**config.mk**
```make
export PLATFORM = sky130hd
export DESIGN_NAME = note_lane_engine_flat
export DESIGN_NICKNAME = d
export VERILOG_FILES = /design/src/rtl/note_lane_engine_if.sv /design/src/rtl/note_lane_engine.sv /design/src/flat_wrapper.sv
export SDC_FILE = /design/constraint.sdc
export NUM_CORES = 1
export LEC_CHECK = 0
export BUFFER_PORTS_ARGS = -buffer_cell sky130_fd_sc_hd__clkbuf_2
export CAP_MARGIN = 30
export CORE_MARGIN = 2
export CORE_UTILIZATION = 45
export CTS_CLUSTER_DIAMETER = 50
export CTS_CLUSTER_SIZE = 8
export DETAILED_ROUTE_END_ITERATION = 12
export PLACE_DENSITY = 0.66
export REMOVE_ABC_BUFFERS = 1
export SLEW_MARGIN = 20
export SYNTH_ARGS = -nofsm -noshare
export SYNTH_HDL_FRONTEND = slang
export SYNTH_SLANG_ARGS = --single-unit
```
**constraint.sdc**
```tcl
create_clock -name clk -period 15.1 [get_ports clk]
set_clock_uncertainty 0.05 [all_clocks]
set_input_delay 2.265 -clock clk [delete_from_list [all_inputs] [get_ports clk]]
set_output_delay 2.265 -clock clk [all_outputs]
set_load 0.05 [all_outputs]
```
**src/rtl/note_lane_engine_if.sv**
```systemverilog
// rtl/note_lane_engine_if.sv - spawn handshake bundle between the pattern source and note_lane_engine
interface note_lane_engine_if #(
  parameter int NUM_LANES = 4
);
  logic                 spawn_valid;
  logic [NUM_LANES-1:0] spawn_mask;
  logic                 spawn_ready;

  modport master (output spawn_valid, output spawn_mask, input spawn_ready);
  modport slave  (input spawn_valid, input spawn_mask, output spawn_ready);
endinterface

```
**src/rtl/note_lane_engine.sv**
```systemverilog
// rtl/note_lane_engine.sv - N-lane note scroller with strum judgement, scoring and pixel query (optional STREAK_MULT_EN)
module note_lane_engine #(
  parameter int NUM_LANES      = 4,
  parameter int SLOTS_PER_LANE = 4,
  parameter int Y_W            = 10,
  parameter int SCREEN_H       = 480,
  parameter int NOTE_H         = 50,
  parameter int HIT_Y          = 350,
  parameter int HIT_H          = 20,
  parameter int TICK_DIV       = 1666666,
  parameter int SPEED          = 1,
  parameter int SCORE_W        = 16
) (
  input  logic                 clk,
  input  logic                 reset,
  input  logic                 pause,
  note_lane_engine_if.slave    spawn,
  input  logic [NUM_LANES-1:0] strum,
  input  logic [Y_W-1:0]       px_y,
  output logic [NUM_LANES-1:0] lane_active,
  output logic [NUM_LANES-1:0] hit_pulse,
  output logic [NUM_LANES-1:0] miss_pulse,
  output logic [NUM_LANES-1:0] drop_pulse,
  output logic [SCORE_W-1:0]   score,
  output logic [7:0]           streak
);

  localparam int CNT_W  = (TICK_DIV > 1) ? $clog2(TICK_DIV) : 1;
  localparam int SLOT_W = (SLOTS_PER_LANE > 1) ? $clog2(SLOTS_PER_LANE) : 1;
  localparam int HC_W   = $clog2(NUM_LANES + 1);

  localparam logic [CNT_W-1:0] TICK_LAST  = CNT_W'(TICK_DIV - 1);
  // Position maths is one bit wider than y so note bottoms and moves never wrap.
  localparam logic [Y_W:0]     NOTE_H_X   = (Y_W+1)'(NOTE_H);
  localparam logic [Y_W:0]     HIT_Y_X    = (Y_W+1)'(HIT_Y);
  localparam logic [Y_W:0]     HIT_END_X  = (Y_W+1)'(HIT_Y + HIT_H);
  localparam logic [Y_W:0]     SCREEN_H_X = (Y_W+1)'(SCREEN_H);
  localparam logic [Y_W:0]     SPEED_X    = (Y_W+1)'(SPEED);

  logic [NUM_LANES-1:0][SLOTS_PER_LANE-1:0] slot_valid;
  logic [Y_W-1:0] slot_y  [NUM_LANES][SLOTS_PER_LANE];
  logic [Y_W:0]   moved_y [NUM_LANES][SLOTS_PER_LANE];

  logic [CNT_W-1:0]     tick_cnt;
  logic                 tick;
  logic [NUM_LANES-1:0] has_free;
  logic [NUM_LANES-1:0] hit_found;
  logic [NUM_LANES-1:0] occupied;
  logic [NUM_LANES-1:0] hit_now;
  logic [NUM_LANES-1:0] miss_now;
  logic [NUM_LANES-1:0] drop_now;
  logic [NUM_LANES-1:0] lane_ok;
  logic [SLOT_W-1:0]    free_idx [NUM_LANES];
  logic [SLOT_W-1:0]    hit_idx  [NUM_LANES];
  logic                 fire;
  logic [HC_W-1:0]      hit_cnt;
  logic [7:0]           score_add;
  logic [SCORE_W+7:0]   score_sum;
  logic [SCORE_W-1:0]   score_next;
  logic [Y_W:0]         px_ext;

  assign px_ext = {1'b0, px_y};
  assign tick   = !pause && (tick_cnt == TICK_LAST);

  // Movement tick divider; pause holds the count so movement resumes in phase.
  always_ff @(posedge clk) begin
    if (!reset) begin
      tick_cnt <= '0;
    end else if (!pause) begin
      tick_cnt <= tick ? '0 : tick_cnt + CNT_W'(1);
    end
  end

  // Per-lane scan of pre-cycle state: free slot, hit candidate, pixel occupancy, moved positions.
  always_comb begin
    logic [Y_W:0] best_y;
    logic [Y_W:0] y_ext;
    logic         found;
    best_y = '0;
    y_ext  = '0;
    found  = 1'b0;
    for (int l = 0; l < NUM_LANES; l++) begin
      has_free[l]  = 1'b0;
      free_idx[l]  = '0;
      hit_idx[l]   = '0;
      occupied[l]  = 1'b0;
      found        = 1'b0;
      best_y       = '0;
      // Descending walk so the lowest-index free slot is the one left standing.
      for (int s = SLOTS_PER_LANE - 1; s >= 0; s--) begin
        if (!slot_valid[l][s]) begin
          has_free[l] = 1'b1;
          free_idx[l] = SLOT_W'(s);
        end
      end
      for (int s = 0; s < SLOTS_PER_LANE; s++) begin
        y_ext         = {1'b0, slot_y[l][s]};
        moved_y[l][s] = y_ext + SPEED_X;
        if (slot_valid[l][s]) begin
          // Strictly-greater keeps the lowest index when two candidates share a y.
          if ((y_ext + NOTE_H_X > HIT_Y_X) && (y_ext < HIT_END_X) &&
              (!found || (y_ext > best_y))) begin
            found       = 1'b1;
            hit_idx[l]  = SLOT_W'(s);
            best_y      = y_ext;
          end
          if ((y_ext <= px_ext) && (px_ext < y_ext + NOTE_H_X)) begin
            occupied[l] = 1'b1;
          end
        end
      end
      hit_found[l] = found;
    end
  end

  // Strum judgement and off-screen retirement for this cycle.
  always_comb begin
    hit_now  = strum & hit_found;
    miss_now = strum & ~hit_found;
    drop_now = '0;
    hit_cnt  = '0;
    for (int l = 0; l < NUM_LANES; l++) begin
      hit_cnt = hit_cnt + HC_W'(hit_now[l]);
      for (int s = 0; s < SLOTS_PER_LANE; s++) begin
        if (slot_valid[l][s] && tick &&
            !(hit_now[l] && (hit_idx[l] == SLOT_W'(s))) &&
            (moved_y[l][s] >= SCREEN_H_X)) begin
          drop_now[l] = 1'b1;
        end
      end
    end
  end

  assign lane_ok           = ~spawn.spawn_mask | has_free;
  assign spawn.spawn_ready = reset && (&lane_ok);
  assign fire              = spawn.spawn_valid && spawn.spawn_ready;

`ifdef STREAK_MULT_EN
  logic [7:0] streak_q;
  logic [2:0] mult;
  logic [8:0] streak_sum;

  assign mult       = (streak_q >= 8'd30) ? 3'd4 : 3'd1 + 3'(streak_q / 8'd10);
  assign streak_sum = {1'b0, streak_q} + 9'(hit_cnt);
  assign score_add  = 8'(hit_cnt) * 8'(mult);
  assign streak     = streak_q;

  // Consecutive-hit counter; any miss or drop in any lane breaks the run.
  always_ff @(posedge clk) begin
    if (!reset) begin
      streak_q <= '0;
    end else if ((|miss_now) || (|drop_now)) begin
      streak_q <= '0;
    end else if (streak_sum > 9'd255) begin
      streak_q <= 8'hFF;
    end else begin
      streak_q <= streak_sum[7:0];
    end
  end
`else
  assign score_add = 8'(hit_cnt);
  assign streak    = '0;
`endif

  assign score_sum  = (SCORE_W+8)'(score) + (SCORE_W+8)'(score_add);
  assign score_next = (|score_sum[SCORE_W+7:SCORE_W]) ? '1 : score_sum[SCORE_W-1:0];

  // Slot update: a hit clears first, then movement/retirement, then spawning into a free slot.
  always_ff @(posedge clk) begin
    if (!reset) begin
      slot_valid <= '0;
      for (int l = 0; l < NUM_LANES; l++) begin
        for (int s = 0; s < SLOTS_PER_LANE; s++) begin
          slot_y[l][s] <= '0;
        end
      end
    end else begin
      for (int l = 0; l < NUM_LANES; l++) begin
        for (int s = 0; s < SLOTS_PER_LANE; s++) begin
          if (hit_now[l] && (hit_idx[l] == SLOT_W'(s))) begin
            slot_valid[l][s] <= 1'b0;
          end else if (slot_valid[l][s] && tick) begin
            if (moved_y[l][s] >= SCREEN_H_X) begin
              slot_valid[l][s] <= 1'b0;
            end else begin
              slot_y[l][s] <= moved_y[l][s][Y_W-1:0];
            end
          end else if (fire && spawn.spawn_mask[l] && !slot_valid[l][s] &&
                       (free_idx[l] == SLOT_W'(s))) begin
            slot_valid[l][s] <= 1'b1;
            slot_y[l][s]     <= '0;
          end
        end
      end
    end
  end

  // Registered event pulses, pixel query result and score.
  always_ff @(posedge clk) begin
    if (!reset) begin
      hit_pulse   <= '0;
      miss_pulse  <= '0;
      drop_pulse  <= '0;
      lane_active <= '0;
      score       <= '0;
    end else begin
      hit_pulse   <= hit_now;
      miss_pulse  <= miss_now;
      drop_pulse  <= drop_now;
      lane_active <= occupied;
      score       <= score_next;
    end
  end

endmodule

```
**src/flat_wrapper.sv**
```systemverilog
// flat-port wrapper written by rule: the top's interface ports become plain ports
module note_lane_engine_flat 
#(
  parameter int NUM_LANES      = 4,
  parameter int SLOTS_PER_LANE = 4,
  parameter int Y_W            = 10,
  parameter int SCREEN_H       = 480,
  parameter int NOTE_H         = 50,
  parameter int HIT_Y          = 350,
  parameter int HIT_H          = 20,
  parameter int TICK_DIV       = 1666666,
  parameter int SPEED          = 1,
  parameter int SCORE_W        = 16
)
  (clk, reset, pause, strum, px_y, lane_active, hit_pulse, miss_pulse, drop_pulse, score, streak, spawn_spawn_valid, spawn_spawn_mask, spawn_spawn_ready);
  note_lane_engine_if #(.NUM_LANES(NUM_LANES)) spawn_i ();
  input  logic clk;
  input  logic reset;
  input  logic pause;
  input  logic [NUM_LANES-1:0] strum;
  input  logic [Y_W-1:0] px_y;
  output logic [NUM_LANES-1:0] lane_active;
  output logic [NUM_LANES-1:0] hit_pulse;
  output logic [NUM_LANES-1:0] miss_pulse;
  output logic [NUM_LANES-1:0] drop_pulse;
  output logic [SCORE_W-1:0] score;
  output logic [7:0] streak;
  input wire logic [$bits(spawn_i.spawn_valid)-1:0] spawn_spawn_valid;
  input wire logic [$bits(spawn_i.spawn_mask)-1:0] spawn_spawn_mask;
  output wire logic [$bits(spawn_i.spawn_ready)-1:0] spawn_spawn_ready;
  assign spawn_i.spawn_valid = spawn_spawn_valid;
  assign spawn_i.spawn_mask = spawn_spawn_mask;
  assign spawn_spawn_ready = spawn_i.spawn_ready;
  note_lane_engine #(.NUM_LANES(NUM_LANES), .SLOTS_PER_LANE(SLOTS_PER_LANE), .Y_W(Y_W), .SCREEN_H(SCREEN_H), .NOTE_H(NOTE_H), .HIT_Y(HIT_Y), .HIT_H(HIT_H), .TICK_DIV(TICK_DIV), .SPEED(SPEED), .SCORE_W(SCORE_W)) u_core (.clk(clk), .reset(reset), .pause(pause), .spawn(spawn_i), .strum(strum), .px_y(px_y), .lane_active(lane_active), .hit_pulse(hit_pulse), .miss_pulse(miss_pulse), .drop_pulse(drop_pulse), .score(score), .streak(streak));
endmodule
```
**Word-level counts from Yosys, hierarchy flattened**

Memories as Yosys holds them, arrays and structs flattened.
Cells that the tools add are included.

- Output and inout port bits: 41
- Word-level logic and storage cells: 896
- Register bits after elaboration: 69
- Input port bits: 22
- Bits in writable memories: 160
- Memories: 1

- Reductions and logical operators: 262
- Bitwise operators: 38
- Eq/ne operators: 41
- $add $sub $neg: 37
- Mux-type cells: 403
- Order comparisons: 92

Memories:

| name | depth | bits a word | read ports | clocked after memory_dff | wr ports | RTL line | source |
|---|---|---|---|---|---|---|---|
| u_core.slot_y | 4 | 40 | 4 | 0 | 4 | note_lane_engine.sv:41 | `logic [Y_W-1:0] slot_y [NUM_LANES][SLOTS_PER_LANE];` |

Operators by type and width:

| operator | count |
|---|---|
| $mux W10 | 36 |
| $mux W1 | 309 |
| $mux W11 | 20 |
| $add A10 B1 Y11 const B | 16 |
| $add A10 B6 Y11 const B | 16 |
| $ge A11 B9 Y1 const B | 16 |
| $gt A11 B9 Y1 const B | 16 |
| $lt A10 B11 Y1 | 16 |
| $le A10 B10 Y1 | 16 |
| $lt A10 B9 Y1 const B | 16 |
| $logic_and A1 B1 Y1 | 147 |
| $gt A10 B11 Y1 | 12 |
| $mux W2 | 36 |
| $logic_not A1 Y1 | 45 |
| $eq A2 B2 Y1 const B | 16 |
| $ne A2 B2 Y1 const B | 16 |
| $or A1 B1 Y1 | 32 |
| $reduce_and A2 Y1 | 16 |
| $reduce_bool A2 Y1 | 16 |
| $reduce_or A2 Y1 | 16 |
| $add A21 B1 Y21 const B | 1 |
| $eq A21 B21 Y1 const B | 1 |
| $mux W21 | 1 |
| $add A16 B3 Y17 | 1 |
| other kinds (12) | 40 |

**Longest topological paths before layout**

Gate-level depths: netlist of the first run.
An unclocked memory read counts as a cell.

- Depth after elaboration: 30
- Depth in mapped cells: 39

**Worst setup path after synthesis of the first run**

No wires, ideal clock.

- Path type: reg-to-reg
- From: mem u_core.slot_y[0][31] (netlist name)
- To: mem u_core.slot_y[1][35] (netlist name) (data pin)
- Arrival time: 8.001 ns
- Cell stages (with the launch flop): 36
- Path slack: 6.768 ns
- Period minus slack after synthesis: 8.332 ns
- Setup time: 0.282 ns
- Cell sequence: edfxtp_1 -> ha_1 -> a211oi_1 -> nor2_1 -> mux2i_1 -> a21o_1 -> nor2_1 -> nand2_1 -> ha_1 -> a21o_1 -> a21o_1 -> a221o_1 -> a21o_1 -> a211oi_1 -> or2_2 -> clkbuf_1 -> buf_2 -> mux2_2 -> ha_1 -> a211o_1 -> nor2_1 -> a211oi_1 -> o21ai_0 -> a21o_1 -> clkbuf_1 -> o21ai_0 -> ha_1 -> a22o_1 -> o41ai_1 -> a2111o_1 -> nor2_1 -> a2111oi_1 -> a21oi_1 -> o21ai_4 -> buf_6 -> a211oi_2

RTL lines:

| what | RTL line |
|---|---|
| from (decl) | note_lane_engine.sv:41 |

==> flow_summary.rst, run 1 <==
.. list-table::
   :header-rows: 1

   * - Metric
     - Value
   * - Clock tree from TritonCTS
     - yes
   * - Flip-flop and latch count after synthesis
     - 229
   * - Area enclosed by the die boundary
     - 0.0615 mm2
   * - Critical path required time
     - 15.35 ns
   * - Setup slack of the worst register-to-register path
     - 5.20 ns
   * - Post-synth top cells
     - 493 x ha_1, 261 x nor2_1, 237 x nand2_1
   * - Core Rows
     - 89
   * - Number of buffers on the longest clock path
     - 3
   * - Pin count of the biggest net entering global routing
     - 51
   * - Mapped Avg Cell Area
     - 8.61 um2
   * - Post-Synthesis Cell Area
     - 0.0268 mm2
   * - Overall routing resource usage
     - 26.4%
   * - Worst path most repeated cell
     - a21o_1
   * - Run status
     - complete, no violations
   * - Core region area
     - 0.0589 mm2
   * - Tcrit/Tclk final
     - 65.6%
   * - Slew at the pin with the worst max-slew slack
     - 0.860 ns
   * - Number of sinks driven by the clock tree
     - 229
   * - Number of warnings issued by yosys
     - 0
   * - Effective utilization at floorplan
     - 45.4%
   * - Routed wirelength normalized by instance count
     - 20.5 um
   * - Routed Antenna Nets
     - 0
   * - Number of buffers inserted for hold repair after clock tree synthesis
     - 0
   * - Count leader, synth
     - ha_1
   * - Sequential fraction of the synthesis area
     - 22.7%
   * - Grt ovf
     - 0
   * - Final Setup Violations
     - 0
   * - Horizontal extent of the die
     - 248 um
   * - Final #Nets
     - 3638
   * - Non-filler cells, final
     - 3927
   * - Post-detailed-placement half-perimeter wirelength
     - 56500 um
   * - Highest cell delay on the worst timing path
     - 0.57 ns
   * - Final wirelength
     - 80700 um
   * - Post-CTS Repair Setup Buffers
     - 0
   * - Pins Over Slew Limit
     - 0
   * - Resized Gates After CTS
     - 0
   * - Clk slew on worst S/H paths
     - 0.05 ns
   * - Total via count after detailed routing
     - 23800
   * - Fraction of registers with async set or reset after synthesis
     - 0%
   * - Global placer's final weighted congestion
     - 0.989
   * - Number of DRC markers in iteration 0
     - 2194
   * - Top_reg_cell synth
     - edfxtp_1
   * - Critical Path AT
     - 10.15 ns
   * - IO Port Bufs
     - 54
   * - Root cell of the clock tree
     - clkbuf_16
   * - Maximum fanout along the worst path
     - 40
   * - Critical path endpoint category
     - flop
   * - Classification of the worst-slack hold path
     - reg2reg
   * - Critical path class
     - reg2reg
   * - Leakage power total
     - 0.0117 uW
   * - Top area cells in the synthesized netlist
     - ha_1 23%, edfxtp_1 17%, dfxtp_1 5.9%, xnor2_1 5.5%, nor2_1 3.7%
   * - P per Cell Area
     - 74.1 mW/mm2
   * - Gate count after technology mapping
     - 3110
   * - VDD IR max
     - 0.0746 mV
   * - Area share of the largest cell type after synthesis
     - 23.0%
   * - Reported max-cap violation count
     - 0
   * - Avg Vias per Cell
     - 6.05
   * - Worst-case headroom to the max-slew limit
     - 42.5%
   * - Post-placement cell count
     - 3847
   * - CTS H-Tree Depth
     - 2
   * - Number of flops mapped to enable cells by yosys
     - 150
   * - CP startpoint kind
     - flop
   * - Worst hold slack after final layout
     - 0.461 ns
   * - CTS Buf Count
     - 42
   * - Clock Latency Late Sink
     - 0.59 ns
   * - Distinct cells, synth
     - 100
   * - Global-route wire length before repair
     - 128000 um
   * - Number of antenna violations at the first check in global routing
     - 1
   * - Hold Violations, Final
     - 0
   * - Synth area leader
     - ha_1
   * - Die Span Y
     - 248 um
   * - Shortest period the worst path allows
     - 9.90 ns
   * - Count of pins on the block boundary
     - 63
   * - Share of final-layout standard cells stronger than drive strength 1
     - 8.37%
   * - Count of antenna diodes in the layout
     - 0
   * - Setup repair after global routing missed its margin
     - no
   * - FILL cells
     - 5606
   * - Synth-to-Final Area Change
     - 8.75%
   * - Vias in the first global route
     - 22600
   * - Slowest cell on the critical path
     - buf_4
   * - Upper clock frequency limit
     - 0.101 GHz
   * - Setup TNS
     - 0 ns
   * - First-pass iteration count of the detailed router
     - 6
   * - Drt drc
     - 0
[worst paths after layout]
| kind | from | end | cells after the start |
|---|---|---|---|
| setup / recovery | u_core.slot_y[0][31] | u_core.slot_y[1][17] | 34 |
| hold / removal | u_core.tick_cnt[15] | u_core.tick_cnt[15] | 2 |
| setup reg to reg | u_core.slot_y[0][31] | u_core.slot_y[1][17] | 34 |
| hold reg to reg | u_core.tick_cnt[15] | u_core.tick_cnt[15] | 2 |
[sequential cells by signal, summed over array words and instances (netlist names)]
name and count:
u_core.hit_pulse 4, u_core.score 16, u_core.tick_cnt 21, u_core.drop_pulse 4, u_core.slot_valid 16, u_core.miss_pulse 4
u_core.lane_active 4, u_core.slot_y 160
[placed cells by master, fill, tap and decap left out, types with 38 or more instances in the layout]
cell type / Yosys / layout
nor3_1: 61 / 61
clkbuf_2: 2 / 54
o21a_1: 52 / 52
clkbuf_16: 0 / 42
xnor2_1: 169 / 169
buf_4: 11 / 38
nor2_1: 261 / 261
a21oi_1: 184 / 184
dfxtp_1: 79 / 79
nand3_1: 113 / 113
xor2_1: 73 / 73
a211oi_1: 66 / 66
a21o_1: 73 / 73
inv_1: 152 / 152
edfxtp_1: 150 / 150
ha_1: 493 / 493
nand2_1: 237 / 237
o21ai_0: 116 / 116
nand4_1: 101 / 101
nor2b_1: 45 / 45
[per-stage QoR]
step	utilization (%)	instance area, um2	total power (uW)	worst slack, ns
after detailed placement	47.0	27700	1210	5.39
final	49.4	29100	2160	5.20
after floorplan	-	26100	1060	5.93
after CTS	49.4	29100	2170	5.36
after global placement	46.9	27600	1200	5.01
after global routing	49.4	29100	2270	4.36
[report_power, final]
part           total [uW]  switching, uW  internal (uW)
Sequential            770           74.3            696
Combinational         439            254            185
Clock                 949            344            605
Total                2160            673           1490
[cell families after synthesis]
family | after synthesis | share of synthesized area [%]
adder cells (fa/ha/maj) | 496 | 23.2
buffers and inverters | 309 | 5.04
other | 2 | 0.0281
AND/OR/NAND/NOR | 981 | 17.9
AO/OA/AOI/OAI | 808 | 21.4
flip-flops | 229 | 22.7
multiplexers | 42 | 1.72
XOR/XNOR | 243 | 7.98
[cell type report]
cell class / count / area (um2) / share of cell area [%]
multi-input combinational: 2598 / 19500 / 66.8
sequential: 229 / 6090 / 20.9
clock buffer: 62 / 1170 / 4.01
tap: 773 / 967 / 3.32
timing repair buffer: 96 / 629 / 2.16
inverter: 154 / 578 / 1.99
clock inverter: 15 / 231 / 0.795
[layer usage]
| layer | vias to the layer above | global-route usage (%) | part of all wire, % |
|---|---|---|---|
| met3 | 208 | 3.60 | 7.1 |
| li1 | 11600 | - | - |
| met5 | - | 0 | 0.014 |
| met1 | 11100 | 37.3 | 46 |
| met4 | 2 | 11.1 | 4.1 |
| met2 | 877 | 40.2 | 43 |
[critical path: cells and delay by family (launching register included)]
family	cells	cell delay, ns
compound gates	21	5.49
simple gates	6	1.12
flops	1	0.53
buf+inv	1	0.57
fa+ha+maj	4	1.27
mux	2	0.55
Power figures use the tool's default switching activity.
==> run 2, diff against run 1 <==
- clock period: 15.1 -> 10 ns (I/O delays scaled with it)
==> flow_summary.rst, run 2 (synthesized netlist as in run 1, its figures left out) <==
.. list-table::
   :header-rows: 1

   * - Metric
     - Value
   * - Setup slack after layout
     - 0.502 ns (-4.69 ns)
   * - Setup repair after global routing missed its margin
     - no
   * - Combinational group share of total power
     - 20.3% (about the same)
   * - Drt drc
     - 0 (unchanged)
   * - Post-CTS Repair Setup Buffers
     - 0 (unchanged)
   * - Clock Latency Late Sink
     - 0.59 ns (about the same)
   * - FILL cells
     - 5585 (-0.37%)
   * - Clock tree from TritonCTS
     - yes
   * - Classification of the worst-slack hold path
     - reg2reg
   * - Crit Reg-Reg Startpoint
     - u_core.slot_y[0][32]
   * - Storage cell area
     - 0.00609 mm2 (unchanged)
   * - Highest-count cells in the layout ignoring fill and taps
     - 493 x ha_1, 260 x nor2_1, 237 x nand2_1, 184 x a21oi_1, 169 x xnor2_1
   * - Fraction of power spent switching nets
     - 31.0% (-0.20 points)
   * - Share of final-layout standard cells stronger than drive strength 1
     - 8.83% (+0.46 points)
   * - Number of cells on the critical path
     - 34 (unchanged)
   * - Number of sinks driven by the clock tree
     - 229 (unchanged)
   * - Count of pins on the block boundary
     - 63 (unchanged)
   * - Highest cell delay on the worst timing path
     - 0.57 ns (about the same)
   * - Slowest cell on the critical path
     - edfxtp_1
   * - Pin count of the biggest net entering global routing
     - 71 (+39%)
   * - Cell count of the worst reg-to-reg path
     - 34 (unchanged)
   * - Worst reg2reg path endpoint
     - u_core.slot_y[0][9]
   * - Global placer's final weighted congestion
     - 0.969 (-2.1%)
   * - First-pass iteration count of the detailed router
     - 6 (unchanged)
   * - Synth-to-Final Area Change
     - 9.12%
   * - CP startpoint kind
     - flop
   * - Most common library cell in the layout ignoring fill and taps
     - ha_1
   * - Hold Violations, Final
     - 0 (unchanged)
   * - Top Family by Delay on Critical Path
     - compound AO/OA/AOI/OAI gates
   * - IO Port Bufs
     - 54 (unchanged)
   * - Final Setup Violations
     - 0 (unchanged)
   * - Tcrit/Tclk final
     - 95.0% (+29 points)
   * - Total via count after detailed routing
     - 24000 (+0.80%)
   * - Root cell of the clock tree
     - clkbuf_16
   * - Total power
     - 3290 uW (+53%)
   * - Leakage power total
     - 0.0118 uW (+0.53%)
   * - Number of buffers on the longest clock path
     - 3 (unchanged)
   * - Final wirelength
     - 81200 um (+0.62%)
   * - Core region area
     - 0.0589 mm2 (unchanged)
   * - Worst-case headroom to the max-slew limit
     - 40.5% (-2.0 points)
   * - Launching instance or port of the critical path
     - u_core.slot_y[0][32]
   * - Core Rows
     - 89 (unchanged)
   * - Area enclosed by the die boundary
     - 0.0615 mm2 (unchanged)
   * - Global-route wire length before repair
     - 128000 um (-0.22%)
   * - VDD IR max
     - 0.125 mV (+68%)
   * - Avg Vias per Cell
     - 6.09 (+0.59%)
   * - Clk slew on worst S/H paths
     - 0.05 ns (about the same)
   * - Largest register by flop count
     - u_core.slot_y
   * - Upper clock frequency limit
     - 0.105 GHz (+4.3%)
   * - Internal power of the cells
     - 2270 uW (+53%)
   * - Registers with the most flip-flops
     - u_core.slot_y (160), u_core.tick_cnt (21)
   * - Share of the core filled with cells in the final layout
     - 49.6% (+0.17 points)
   * - Critical path endpoint category
     - flop
   * - Effective utilization at floorplan
     - 45.4% (unchanged)
   * - Critical path endpoint
     - u_core.slot_y[0][9]
   * - Setup TNS
     - 0 ns (unchanged)
   * - Pins Over Slew Limit
     - 0 (unchanged)
   * - Number of flip-flops under the largest register name
     - 160 (unchanged)
   * - Critical path class
     - reg2reg
   * - Critical path required time
     - 10.25 ns (-5.10 ns)
   * - Reported max-cap violation count
     - 0 (unchanged)
   * - Post-detailed-placement half-perimeter wirelength
     - 57200 um (+1.3%)
   * - Number of antenna violations at the first check in global routing
     - 6 (+5)
   * - Clock network fraction of design power
     - 44.4% (+0.4 points)
   * - Critical Path AT
     - 9.75 ns (-0.40 ns)
   * - Routed wirelength normalized by instance count
     - 20.6 um (+0.42%)
   * - CTS Buf Count
     - 43 (+2.4%)
   * - CTS H-Tree Depth
     - 2 (unchanged)
   * - Run status
     - complete, no violations
   * - Worst path most repeated cell
     - a21o_1
   * - Routed Antenna Nets
     - 0 (unchanged)
   * - Number of DRC markers in iteration 0
     - 2060 (-6.1%)
   * - Reg power frac
     - 35.2% (-0.5 points)
   * - Slew at the pin with the worst max-slew slack
     - 0.881 ns (+0.0211 ns)
   * - Bufs and invs on worst path
     - 1 (unchanged)
   * - Setup slack of the worst register-to-register path
     - 0.50 ns (-4.69 ns)
   * - Final #Nets
     - 3646 (+0.22%)
   * - Net switching power
     - 1020 uW (+52%)
   * - Vias in the first global route
     - 22400 (-1.0%)
   * - Grt ovf
     - 0 (unchanged)
   * - Maximum fanout along the worst path
     - 70 (+75%)
   * - P per Cell Area
     - 113 mW/mm2 (+52%)
   * - Shortest period the worst path allows
     - 9.50 ns (-0.405 ns)
   * - Multi-input gate area in the final layout
     - 0.0195 mm2 (+0.15%)
   * - Die Span Y
     - 248 um (unchanged)
   * - Horizontal extent of the die
     - 248 um (unchanged)
   * - Number of buffers inserted for hold repair after clock tree synthesis
     - 0 (unchanged)
   * - Overall routing resource usage
     - 26.4% (about the same)
   * - Post-Place Worst Slack
     - 0.202 ns (-5.18 ns)
## run 2: cell type report
cell class / instances / area share, %
Antenna cell: 1 / 0.00857
Sequential cell: 229 / 20.8
Timing Repair Buffer: 103 / 2.27
Inverter: 154 / 1.98
Clock inverter: 16 / 0.630
Clock buffer: 61 / 4.27
Multi-Input combinational cell: 2598 / 66.7
Tap cell: 773 / 3.31
## run 2: worst min-delay path by stage
stage / from / end / slack (ns) / cells past startpoint
CTS: u_core.tick_cnt[15] / u_core.tick_cnt[15] / 0.46 / 2
floorplan: u_core.tick_cnt[15] / u_core.tick_cnt[15] / 0.42 / 2
detailed placement: u_core.tick_cnt[11] / u_core.tick_cnt[11] / 0.45 / 2
finish: u_core.tick_cnt[11] / u_core.tick_cnt[11] / 0.45 / 2
global route: u_core.tick_cnt[15] / u_core.tick_cnt[15] / 0.49 / 2
global placement: u_core.tick_cnt[19] / u_core.tick_cnt[19] / 0.44 / 2
## run 2: metrics by stage
step           area (um2)  hold WS, ns  cells
4_1_cts             29200        0.460   3932
3_5_place_dp        27700        0.445   3855
2_1_floorplan       26100        0.417   2981
6_report            29200        0.452   3935
3_3_place_gp        27700        0.442   3853
5_1_grt             29200        0.491   3935
## run 2: tightest hold or removal path, cell delays in order (launching register included)
cell	delay, ns
dfxtp_1	0.33
xor2_1	0.07
nor2_1	0.07
## run 2: power groups by stage
stage	Clock [uW]	Sequential (uW)	Combinational, uW
after floorplan	0	1140	468
after global placement	0	1170	647
after detailed placement	0	1170	655
after CTS	1490	1160	661
after global routing	1530	1170	754
final	1460	1160	668
## run 2: metal layers
metal / track usage [%] / up-vias / part of all wire (%)
li1: - / 11600 / -
met1: 36.8 / 11300 / 45
met2: 42.0 / 905 / 44
met3: 3.21 / 169 / 7.3
met4: 9.21 / 2 / 3.6
met5: 0 / - / 0.016
## run 2: repair_timing
action	4_1_cts	5_1_grt
gates resized for setup	0	6
hold endpoints to repair	0	0
endpoints found under the setup margin	0	97
